==> src/rtl/demux8_deser_if.sv <==
// Byte-side and serial-side signal bundle for the 8-lane serial deserializer.
// The master side drives serial bits and consumer ready; the slave side returns the assembled byte and status.
interface demux8_deser_if;
    logic       d;
    logic       dv;
    logic       sof;
    logic       clr_err;
    logic       qr;
    logic [7:0] q;
    logic       qv;
    logic [2:0] idx;
    logic       ovf;
    logic       ferr;

    modport master (
        output d,
        output dv,
        output sof,
        output clr_err,
        output qr,
        input  q,
        input  qv,
        input  idx,
        input  ovf,
        input  ferr
    );

    modport slave (
        input  d,
        input  dv,
        input  sof,
        input  clr_err,
        input  qr,
        output q,
        output qv,
        output idx,
        output ovf,
        output ferr
    );
endinterface

==> src/rtl/demux8_deser.sv <==
// Serial-to-parallel demux: a 3-bit lane index steers each valid serial bit into a capture
// register; completed bytes move to a one-entry valid/ready holding register.
module demux8_deser #(
    parameter bit MSB_FIRST = 1'b0
) (
    input  logic            i_clk,
    input  logic            i_rst,
    demux8_deser_if.slave   bus
);

    logic [2:0] r_idx;
    logic [7:0] r_cap;
    logic [7:0] r_q;
    logic       r_qv;
    logic       r_ovf;
    logic       r_ferr;

    logic [2:0] w_eff_idx;
    logic [2:0] w_lane;
    logic [2:0] w_idx_next;
    logic [7:0] w_cap_merged;
    logic       w_complete;
    logic       w_out_free;
    logic       w_load;
    logic       w_drop;
    logic       w_consume;
    logic       w_sof_err;

    // SOF forces the incoming bit to index 0 regardless of how far the current byte got.
    always_comb begin
        w_eff_idx = r_idx;
        if (bus.sof) begin
            w_eff_idx = 3'd0;
        end else begin
            w_eff_idx = r_idx;
        end
    end

    always_comb begin
        w_lane = w_eff_idx;
        if (MSB_FIRST) begin
            w_lane = 3'd7 - w_eff_idx;
        end else begin
            w_lane = w_eff_idx;
        end
    end

    always_comb begin
        w_cap_merged         = r_cap;
        w_cap_merged[w_lane] = bus.d;
    end

    always_comb begin
        w_idx_next = r_idx;
        if (!bus.dv) begin
            w_idx_next = r_idx;
        end else if (bus.sof) begin
            w_idx_next = 3'd1;
        end else begin
            w_idx_next = r_idx + 3'd1;
        end
    end

    // A slot is free if empty or being drained this very cycle, which gives back-to-back bytes.
    assign w_complete = bus.dv & ~bus.sof & (r_idx == 3'd7);
    assign w_out_free = ~r_qv | bus.qr;
    assign w_load     = w_complete & w_out_free;
    assign w_drop     = w_complete & ~w_out_free;
    assign w_consume  = r_qv & bus.qr;
    assign w_sof_err  = bus.dv & bus.sof & (r_idx != 3'd0);

    always_ff @(posedge i_clk or posedge i_rst) begin
        if (i_rst) begin
            r_idx <= 3'd0;
            r_cap <= 8'h00;
        end else if (bus.dv) begin
            r_idx <= w_idx_next;
            r_cap <= w_cap_merged;
        end else begin
            r_idx <= r_idx;
            r_cap <= r_cap;
        end
    end

    always_ff @(posedge i_clk or posedge i_rst) begin
        if (i_rst) begin
            r_q  <= 8'h00;
            r_qv <= 1'b0;
        end else if (w_load) begin
            r_q  <= w_cap_merged;
            r_qv <= 1'b1;
        end else if (w_consume) begin
            r_q  <= r_q;
            r_qv <= 1'b0;
        end else begin
            r_q  <= r_q;
            r_qv <= r_qv;
        end
    end

    // Sticky flags: a new event in the same cycle as the clear keeps the flag set.
    always_ff @(posedge i_clk or posedge i_rst) begin
        if (i_rst) begin
            r_ovf  <= 1'b0;
            r_ferr <= 1'b0;
        end else begin
            if (w_drop) begin
                r_ovf <= 1'b1;
            end else if (bus.clr_err) begin
                r_ovf <= 1'b0;
            end else begin
                r_ovf <= r_ovf;
            end
            if (w_sof_err) begin
                r_ferr <= 1'b1;
            end else if (bus.clr_err) begin
                r_ferr <= 1'b0;
            end else begin
                r_ferr <= r_ferr;
            end
        end
    end

    assign bus.q    = r_q;
    assign bus.qv   = r_qv;
    assign bus.idx  = r_idx;
    assign bus.ovf  = r_ovf;
    assign bus.ferr = r_ferr;

endmodule
==> src/flat_wrapper.sv <==
// flat-port wrapper written by rule: the top's interface ports become plain ports
module demux8_deser_flat 
#(
    parameter bit MSB_FIRST = 1'b0
)
  (i_clk, i_rst, bus_d, bus_dv, bus_sof, bus_clr_err, bus_qr, bus_q, bus_qv, bus_idx, bus_ovf, bus_ferr);
  demux8_deser_if bus_i ();
  input  logic i_clk;
  input  logic i_rst;
  input wire logic [$bits(bus_i.d)-1:0] bus_d;
  input wire logic [$bits(bus_i.dv)-1:0] bus_dv;
  input wire logic [$bits(bus_i.sof)-1:0] bus_sof;
  input wire logic [$bits(bus_i.clr_err)-1:0] bus_clr_err;
  input wire logic [$bits(bus_i.qr)-1:0] bus_qr;
  output wire logic [$bits(bus_i.q)-1:0] bus_q;
  output wire logic [$bits(bus_i.qv)-1:0] bus_qv;
  output wire logic [$bits(bus_i.idx)-1:0] bus_idx;
  output wire logic [$bits(bus_i.ovf)-1:0] bus_ovf;
  output wire logic [$bits(bus_i.ferr)-1:0] bus_ferr;
  assign bus_i.d = bus_d;
  assign bus_i.dv = bus_dv;
  assign bus_i.sof = bus_sof;
  assign bus_i.clr_err = bus_clr_err;
  assign bus_i.qr = bus_qr;
  assign bus_q = bus_i.q;
  assign bus_qv = bus_i.qv;
  assign bus_idx = bus_i.idx;
  assign bus_ovf = bus_i.ovf;
  assign bus_ferr = bus_i.ferr;
  demux8_deser #(.MSB_FIRST(MSB_FIRST)) u_core (.i_clk(i_clk), .i_rst(i_rst), .bus(bus_i));
endmodule
==> config.mk <==
export PLATFORM = sky130hd
export DESIGN_NAME = demux8_deser_flat
export DESIGN_NICKNAME = d
export VERILOG_FILES = /design/src/rtl/demux8_deser_if.sv /design/src/rtl/demux8_deser.sv /design/src/flat_wrapper.sv
export SDC_FILE = /design/constraint.sdc
export NUM_CORES = 1
export LEC_CHECK = 0
export CORE_ASPECT_RATIO = 1.4
export CORE_MARGIN = 1.5
export CORE_UTILIZATION = 53
export CTS_CLUSTER_SIZE = 30
export DETAILED_ROUTE_END_ITERATION = 8
export PLACE_DENSITY_LB_ADDON = 0.25
export SLEW_MARGIN = 0
export SYNTH_ARGS = -nofsm -noshare
export SYNTH_HDL_FRONTEND = slang
export SYNTH_SLANG_ARGS = --single-unit
==> constraint.sdc <==
create_clock -name i_clk -period 3.2 [get_ports i_clk]
set_input_delay 0.48 -clock i_clk [delete_from_list [all_inputs] [get_ports i_clk]]
set_output_delay 0.48 -clock i_clk [all_outputs]
set_load 0.1 [all_outputs]
==> flow_metrics.py, run 1 <==
metrics = {
    "clock_network": {
        "cts_root_buffer": "clkbuf_4",
        "cts_sinks": 22,
        "clkTransAtPathRegs_ns": 0.12,
        "numCtsBuffers": 3,
        "worstSkewPairLatency_ns": 0.30,
        "clockBufferDepth": 2,
        "cts_hold_buffers": 0,
        "postCtsSetupBuffers": 0,
        "cts_resized": 0,
        "tritoncts": "yes",
        "htree_levels": 1,
    },
    "yosys": {
        "synthTopCellsByArea": "dfrtp_1, a21oi_1, mux2i_1",
        "synth.area.mux_share_pct": 10.14,
        "synth_nets": 115,
        "synth_fa_ha_area_share_pct": 3.497,
        "synth-xor-area-share_pct": 0,
        "synth-seq-cells": 22,
        "ys_top_cells_by_count": "dfrtp_1, a21oi_1, inv_1, nor2_1",
        "synth_top_cell_by_area": "dfrtp_1",
        "synth-compound-area-share_pct": 14.69,
        "synthArstFlopShare_pct": 100.0,
        "avgSynthCellArea_um2": 10.22,
        "ys_seq_area_share_pct": 51.28,
        "ys_warn_count": 0,
        "yosys.area_share.simple_pct": 13.64,
        "synth_top_family_by_area": "compound AO/OA/AOI/OAI gates",
        "synth_edf_count": 0,
        "syn_area_um2": 1074,
        "syn_inst": 105,
        "synth_ff_type": "dfrtp_1",
        "yosysMostFrequentCell": "dfrtp_1",
        "synth_top_cell_area_share_pct": 51.28,
        "synth_cell_types": 28,
    },
    "setup_path": {
        "ff2ff_setup_slack_ns": 1.14,
        "cpMaxStageDelayCell": "clkdlybuf4s50_1",
        "cp.arrival_ns": 1.82,
        "r2r_start": "u_core.bus.idx[0]",
        "crit_fanout": 2,
        "worst_r2r_endpoint": "u_core.bus.q[1]",
        "cp_top_family": "buffers and inverters",
        "cpPeakStageDelay_ns": 1.14,
        "path_cells": "clkdlybuf4s50_1",
        "worst_ep_required_time_ns": 2.72,
        "cp-end-kind": "output port",
        "worstSetupPathType": "flop to output port",
        "start_kind": "flop",
        "critical_path_buf_inv_count": 1,
        "reg2reg_depth": 5,
    },
    "route": {
        "dr.pass1.iters": 4,
        "via_per_inst": 5.929,
        "ant_nets": 0,
        "drc": 0,
        "drtIter0Drc": 8,
        "vias": 836,
        "routedWlPerCell_um": 14.79,
        "drt-total-wl_mm": 2.086,
    },
    "floorplanning": {
        "fp.dieH_um": 56.25,
        "fp.coreArea_um2": 1926,
        "dieArea_um2": 2308,
        "num_io_pins": 21,
        "die_w_um": 41.04,
        "rows": 19,
        "start_util_pct": 55.75,
    },
    "sta": {
        "layout_min_cycle_time_ns": 2.305,
        "min_period_over_period_pct": 72.02,
        "max_freq_ghz": 0.4339,
        "slew_viol_final": 0,
        "tightest_slew_ns": 0.9670,
        "rsz0062_at_grt": "no",
        "skew_ns": 0.001845,
        "setup_viol": 0,
        "hold_viol_final": 0,
        "maxSlewHeadroom_pct": 35.33,
        "finalSetupTns_ns": 0,
    },
    "pwr": {
        "p_per_area_nw_per_um2": 955.1,
        "vdd_ir_drop_max_v": 0.0009732,
        "p_leak_nw": 0.5654,
    },
    "run_status": {
        "status": "complete, no violations",
    },
    "global_route": {
        "grt_max_degree": 24,
        "grt_overflow": 0,
        "antenna_found_initial": 0,
        "grt_pass1_wl_mm": 3.229,
        "grtUsageTotal_pct": 20.15,
        "grt_pass1_vias": 776,
    },
    "min_path": {
        "hold_class": "flop to flop",
        "whs_path_depth": 1,
        "min_from": "u_core.r_cap[1]",
        "min_delay_worst_endpoint": "u_core.r_cap[1]",
    },
    "layout": {
        "fill_cells": 156,
        "nets": 131,
        "insertedDiodeCount": 0,
        "drive_gt1_share_pct": 11.67,
        "fin_cells": 141,
        "area_growth_pct": 20.51,
    },
    "place": {
        "port_buffers": 20,
        "place_congestion": 0.7870,
        "placed_cells": 137,
        "dp_hpwl_mm": 1.512,
    },
    "run": {
        "cap_violations": 0,
    },
}
-- final cells by class --
type                            instances  area (um^2)  share of cell area, %
Tap cell                               21        26.28                  2.031
Multi-Input combinational cell         65        450.4                  34.82
Clock buffer                            4        36.28                  2.805
Timing Repair Buffer                   21        200.2                  15.47
Inverter                                8        30.03                  2.321
Sequential cell                        22        550.5                  42.55
-- flip-flops by register name, indices dropped and copies added, names as in the netlist --
name	count
u_core.bus.q	8
u_core.r_cap	8
u_core.bus.idx	3
u_core.bus.ferr	1
u_core.bus.ovf	1
u_core.bus.qv	1
-- cell usage in the layout, fill, tap and decap left out, drive strengths merged, types with 2 or more instances in the layout --
cell type      Yosys  final
buf                3      4
mux2               4      4
nor4bb             2      2
clkbuf             7      4
o22ai              2      2
nor4b              3      3
o21ai              3      3
clkdlybuf4s50      0     17
ha                 3      3
nand2              3      3
nor2               8      8
dfrtp             22     22
a21oi             19     19
mux2i              6      6
inv                8      8
-- metal layers --
layer  track usage, %  wire (um)  vias up  part of all wire, %
met3            3.953         77        6                  3.7
met5                0          0        -                    0
li1                 -          -      395                    -
met2            34.82       1149       25                   55
met4            7.143         43        0                  2.1
met1            22.58        815      410                   39
-- power breakdown --
| group | switching (mW) | internal (mW) | total (mW) |
|---|---|---|---|
| clock network | 0.0807 | 0.0694 | 0.150 |
| logic | 0.506 | 0.165 | 0.671 |
| registers | 0.0578 | 0.357 | 0.415 |
-- cells by family after synthesis --
logic type | Yosys count
AO/OA/AOI/OAI | 28
adder cells (fa/ha/maj) | 3
buffers and inverters | 18
flip-flops | 22
multiplexers | 10
AND/OR/NAND/NOR | 24
-- worst max-delay path by stage --
stage	from	to	slack [ns]	cells past startpoint
after global placement	bus_sof	u_core.bus.q[1]	0.88	4
after floorplan	u_core.bus.idx[1]	u_core.bus.q[1]	0.85	7
final	u_core.bus.q[1]	bus_q[1]	0.90	1
after global routing	u_core.bus.qv	bus_qv	0.85	1
after detailed placement	bus_sof	u_core.bus.q[1]	0.83	4
after CTS	u_core.bus.q[7]	bus_q[7]	0.90	1
-- per-stage QoR --
stage | power (mW) | hold WS (ns) | area [um^2] | utilization [%] | setup WS, ns
2_1_floorplan | 0.9370 | 0.4692 | 1074 | - | 0.8534
3_3_place_gp | 1.086 | 0.4903 | 1257 | 65.30 | 0.8754
3_5_place_dp | 1.094 | 0.5006 | 1257 | 65.30 | 0.8280
4_1_cts | 1.242 | 0.5278 | 1294 | 67.19 | 0.8957
5_1_grt | 1.286 | 0.5599 | 1294 | 67.19 | 0.8487
6_report | 1.236 | 0.5256 | 1294 | 67.19 | 0.8954
Note: power is estimated with default switching activity, not from simulation.
==> inputs of run 2 (changes only) <==
- CORE_UTILIZATION: 53 -> 45
- clock period: 3.2 -> 1.85 ns (I/O delays scaled with it)
==> run 2 against run 1 <==
Total power grew 73%. Clock skew is essentially flat. Final area rose by 7.0%. Combinational power is 79% higher. Critical path type is now flop to flop. Critical endpoint is now u_core.bus.q[1]. Largest cell class unchanged. Largest power group unchanged.
==> flow_metrics.py, run 2 (synthesis gave the netlist of run 1 again) <==
metrics = {
    "layout": {
        "area_growth_pct": 28.90,
        "finish.utilization_pct": 62.13,
        "final_cell_mix": "a21oi_1, buf_4, dfrtp_1",
        "insertedDiodeCount": 0,
        "drive_gt1_share_pct": 29.13,
        "fill_cells": 172,
        "nets": 138,
    },
    "route": {
        "drtIter0Drc": 19,
        "route.met3.wl_um": 52,
        "routed.top_layer": "met4",
        "ant_nets": 0,
        "via_per_inst": 5.490,
        "routedWlPerCell_um": 15.04,
        "drc": 0,
        "drt-total-wl_mm": 2.241,
        "dr.pass1.iters": 6,
        "vias": 818,
        "wl_met1_um": 927,
        "met2WireLength_mm": 1.235,
    },
    "clock_network": {
        "postCtsSetupBuffers": 0,
        "tritoncts": "yes",
        "cts_hold_buffers": 0,
        "cts_sinks": 22,
        "numCtsBuffers": 3,
        "clkTransAtPathRegs_ns": 0.12,
        "htree_levels": 1,
        "cts_root_buffer": "clkbuf_4",
        "cts_resized": 0,
        "clockBufferDepth": 2,
        "worstSkewPairLatency_ns": 0.29,
    },
    "setup_path": {
        "cp-startpoint": "u_core.bus.idx[1]",
        "worst-path-stages": 3,
        "path_cells": "nor4b_1 -> mux2_2 -> mux2_4",
        "cp_top_family": "multiplexers",
        "crit_end": "u_core.bus.q[1]",
        "ff2ff_setup_slack_ns": 0.16,
        "worst_ep_required_time_ns": 2.05,
        "r2r_start": "u_core.bus.idx[1]",
        "cpMaxStageDelayCell": "dfrtp_4",
        "critical_path_buf_inv_count": 0,
        "worstSetupPathType": "flop to flop",
        "crit_fanout": 4,
        "cp-end-kind": "flop",
        "cpPeakStageDelay_ns": 0.54,
        "cp.arrival_ns": 1.89,
        "start_kind": "flop",
        "reg2reg_depth": 3,
        "worst_r2r_endpoint": "u_core.bus.q[1]",
    },
    "sta": {
        "maxSlewHeadroom_pct": 72.42,
        "setup_viol": 0,
        "fin_hold_ws_ns": 0.2995,
        "tightest_slew_ns": 0.4079,
        "hold_viol_final": 0,
        "layout_min_cycle_time_ns": 1.693,
        "rsz0062_at_grt": "no",
        "max_freq_ghz": 0.5906,
        "slew_viol_final": 0,
        "finalWorstSetupSlack_ns": 0.1567,
        "min_period_over_period_pct": 91.53,
        "skew_ns": 0.001418,
    },
    "pwr": {
        "pwr-share-seq_pct": 33.6,
        "power.total_mw": 2.132,
        "p_switching_mw": 1.124,
        "p_int_mw": 1.009,
        "p_per_area_nw_per_um2": 1541,
        "vdd_ir_drop_max_v": 0.001691,
        "clkPwrFrac_pct": 10.3,
        "p_sw_share_pct": 52.69,
        "comb_power_share_pct": 56.1,
        "p_leak_nw": 0.6203,
    },
    "floorplanning": {
        "num_io_pins": 21,
        "fp.dieH_um": 60.79,
        "start_util_pct": 48.20,
        "fp.coreArea_um2": 2227,
        "rows": 20,
        "dieArea_um2": 2692,
        "die_w_um": 44.28,
    },
    "place": {
        "port_buffers": 20,
        "place_congestion": 0.7545,
        "dp_hpwl_mm": 1.610,
        "pre_cts_slack_ns": -0.007421,
    },
    "global_route": {
        "grt_pass1_wl_mm": 3.684,
        "grt_overflow": 0,
        "antenna_found_initial": 0,
        "grt_pass1_vias": 849,
        "grtUsageTotal_pct": 19.08,
        "grt_max_degree": 23,
    },
    "min_path": {
        "hold_class": "primary input to async pin",
    },
    "run": {
        "cap_violations": 0,
    },
    "run_status": {
        "status": "complete, no violations",
    },
}
[run 2: how the worst min path moves through the flow]
stage / slack (ns) / from / depth (start not counted) / endpoint
2_1_floorplan: 0.27 / i_rst / 1 / u_core.bus.ferr
3_3_place_gp: 0.49 / u_core.r_cap[1] / 1 / u_core.r_cap[1]
3_5_place_dp: 0.51 / u_core.r_cap[0] / 1 / u_core.r_cap[0]
4_1_cts: 0.30 / i_rst / 3 / u_core.bus.q[1]
5_1_grt: 0.34 / i_rst / 3 / u_core.bus.qv
6_report: 0.30 / i_rst / 3 / u_core.r_cap[0]
[run 2: power groups by stage]
| stage | Sequential (mW) | Combinational [mW] | Clock (mW) |
|---|---|---|---|
| 6_report | 0.716 | 1.20 | 0.219 |
| 5_1_grt | 0.730 | 1.26 | 0.243 |
| 4_1_cts | 0.715 | 1.20 | 0.233 |
| 3_5_place_dp | 0.724 | 1.20 | 0 |
| 3_3_place_gp | 0.721 | 1.19 | 0 |
| 2_1_floorplan | 1.40 | 0.242 | 0 |
[run 2: metal layers]
| metal | vias up | GRT usage (%) |
|---|---|---|
| li1 | 408 | - |
| met1 | 396 | 22.07 |
| met2 | 12 | 34.87 |
| met3 | 2 | 1.786 |
| met4 | 0 | 9.091 |
| met5 | - | 0 |
[run 2: layout make-up]
class / instances / area [um^2] / area share [%]
Clock buffer: 4 / 26.28 / 1.899
Sequential cell: 22 / 559.3 / 40.42
Multi-Input combinational cell: 65 / 478.0 / 34.54
Tap cell: 22 / 27.53 / 1.989
Inverter: 8 / 30.03 / 2.170
Timing Repair Buffer: 28 / 262.8 / 18.99
[run 2: through the flow]
step	cells	setup TNS, ns	cell area (um^2)
after floorplan	105	-0.1077	1125
after global placement	145	0	1358
after detailed placement	145	-0.007421	1358
after CTS	149	0	1384
after global routing	149	0	1384
final	149	0	1384
[run 2: tightest hold or removal path: stages]
cell,delay (ns)
clkdlybuf4s50_1,0.39
inv_1,0.05
buf_4,0.27
==> inputs of run 3 (changes only) <==
- CORE_UTILIZATION: 45 -> 24
==> run 3 against run 2 <==
First-iteration DRC count is 11% lower. Worst setup slack got worse by 0.049 ns. Clock skew about the same. Final area up 5.0%. Register-to-register slack worse by 0.05 ns. Critical path depth stayed put. Utilization fell by 28 points. Cell count increased by 25%. Sequential share of layout area decreased by 1.9 points. Flip-flop and latch count did not move. Fmax fell by 2.8%. Wire length increased by 8.5%.
==> flow_metrics.py, run 3 (synthesis gave the netlist of run 1 again) <==
metrics = {
    "global_route": {
        "grt_max_degree": 23,
        "antenna_found_initial": 0,
        "grtUsageTotal_pct": 11.23,
        "grt_pass1_vias": 809,
        "grt_overflow": 0,
        "grt_pass1_wl_mm": 4.002,
    },
    "layout": {
        "area_growth_pct": 35.31,
        "insertedDiodeCount": 0,
        "drive_gt1_share_pct": 29.37,
        "nets": 137,
        "final_cell_mix": "a21oi_1, dfrtp_1, buf_4",
        "fill_cells": 454,
    },
    "sta": {
        "rsz0062_at_grt": "no",
        "finalSetupTns_ns": 0,
        "slew_viol_final": 0,
        "tightest_slew_ns": 0.3998,
        "maxSlewHeadroom_pct": 72.97,
        "skew_ns": 0.001738,
        "hold_viol_final": 0,
        "setup_viol": 0,
        "layout_min_cycle_time_ns": 1.742,
        "fin_hold_ws_ns": 0.3568,
        "max_freq_ghz": 0.5739,
        "min_period_over_period_pct": 94.19,
    },
    "route": {
        "ant_nets": 0,
        "routedWlPerCell_um": 13.07,
        "vias": 823,
        "drtIter0Drc": 17,
        "dr.pass1.iters": 4,
        "drt-total-wl_mm": 2.431,
        "via_per_inst": 4.425,
        "drc": 0,
    },
    "floorplanning": {
        "rows": 28,
        "num_io_pins": 21,
        "die_w_um": 59.53,
        "fp.coreArea_um2": 4274,
        "dieArea_um2": 4889,
        "start_util_pct": 25.12,
        "fp.dieH_um": 82.14,
    },
    "setup_path": {
        "start_kind": "flop",
        "crit_fanout": 11,
        "cp.arrival_ns": 1.89,
        "worst_ep_required_time_ns": 2.00,
        "worstSetupPathType": "flop to flop",
        "ff2ff_setup_slack_ns": 0.11,
        "cp-end-kind": "flop",
    },
    "min_path": {
        "hold_class": "primary input to async pin",
    },
    "clock_network": {
        "numCtsBuffers": 3,
        "worstSkewPairLatency_ns": 0.26,
        "tritoncts": "yes",
        "cts_resized": 0,
        "clkTransAtPathRegs_ns": 0.08,
        "cts_sinks": 22,
        "htree_levels": 1,
        "clockBufferDepth": 2,
        "cts_hold_buffers": 0,
        "postCtsSetupBuffers": 0,
        "cts_root_buffer": "clkbuf_8",
    },
    "run": {
        "cap_violations": 0,
    },
    "pwr": {
        "vdd_ir_drop_max_v": 0.001063,
        "p_switching_mw": 1.141,
        "clkPwrFrac_pct": 15.4,
        "p_sw_share_pct": 50.72,
        "p_per_area_nw_per_um2": 1549,
        "p_leak_nw": 0.6289,
        "p_int_mw": 1.109,
        "comb_power_share_pct": 52.3,
        "pwr-share-seq_pct": 32.3,
    },
    "place": {
        "place_congestion": 0.7208,
        "dp_hpwl_mm": 1.680,
        "port_buffers": 20,
    },
    "run_status": {
        "status": "complete, no violations",
    },
}
==> run 3: cell count changes in the layout (fill, tap and decap cells not counted), sizes merged <==
cell	delta
buf	-1
==> run 3: metrics by stage <==
step | cell area, um^2 | setup slack [ns] | power, mW | cells | utilization, %
after floorplan | 1125 | -0.1077 | 1.638 | 105 | -
after global placement | 1398 | 0.01187 | 1.915 | 182 | 32.70
after detailed placement | 1398 | -0.01315 | 1.921 | 182 | 32.70
after CTS | 1453 | 0.1026 | 2.277 | 186 | 33.99
after global routing | 1453 | 0.02144 | 2.365 | 186 | 33.99
final | 1453 | 0.1075 | 2.251 | 186 | 33.99
==> run 3: routing by layer <==
| metal | track usage [%] | part of all wire [%] |
|---|---|---|
| met1 | 14.47 | 45 |
| met2 | 18.35 | 48 |
| met3 | 1.558 | 4.4 |
| met4 | 5.333 | 2.1 |
| met5 | 0 | 0 |
==> run 3: area by class of cell <==
type                       count  area (um^2)  area share, %
clock buffer                   4        55.05          3.790
inverter                       8        30.03          2.067
multi-input combinational     65        478.0          32.90
sequential                    22        559.3          38.50
tap                           60        75.07          5.168
timing repair buffer          27        255.2          17.57
==> run 3: worst paths after layout <==
path                                        start                 to  depth (start not counted)
worst max register to register  u_core.bus.idx[1]    u_core.bus.q[1]                          3
worst min register to register    u_core.r_cap[1]    u_core.r_cap[1]                          1
min in group i_clk                u_core.r_cap[1]    u_core.r_cap[1]                          1
worst min-delay path                        i_rst      u_core.bus.qv                          3
max in group asynchronous                   i_rst  u_core.bus.idx[0]                          3
worst max-delay path            u_core.bus.idx[1]    u_core.bus.q[1]                          3
==> run 3: worst max-delay path, cell delays in order, from the launching register on <==
cell     delay (ns)
dfrtp_4        0.57
nor4b_1        0.43
mux2_2         0.38
mux2_4         0.25
==> run 3: power by group through the flow <==
| stage | logic [mW] | clock network (mW) | registers [mW] |
|---|---|---|---|
| final | 1.18 | 0.346 | 0.727 |
| after global routing | 1.24 | 0.378 | 0.749 |
| after CTS | 1.19 | 0.361 | 0.729 |
| after detailed placement | 1.18 | 0 | 0.737 |
| after global placement | 1.18 | 0 | 0.737 |
| after floorplan | 0.242 | 0 | 1.40 |
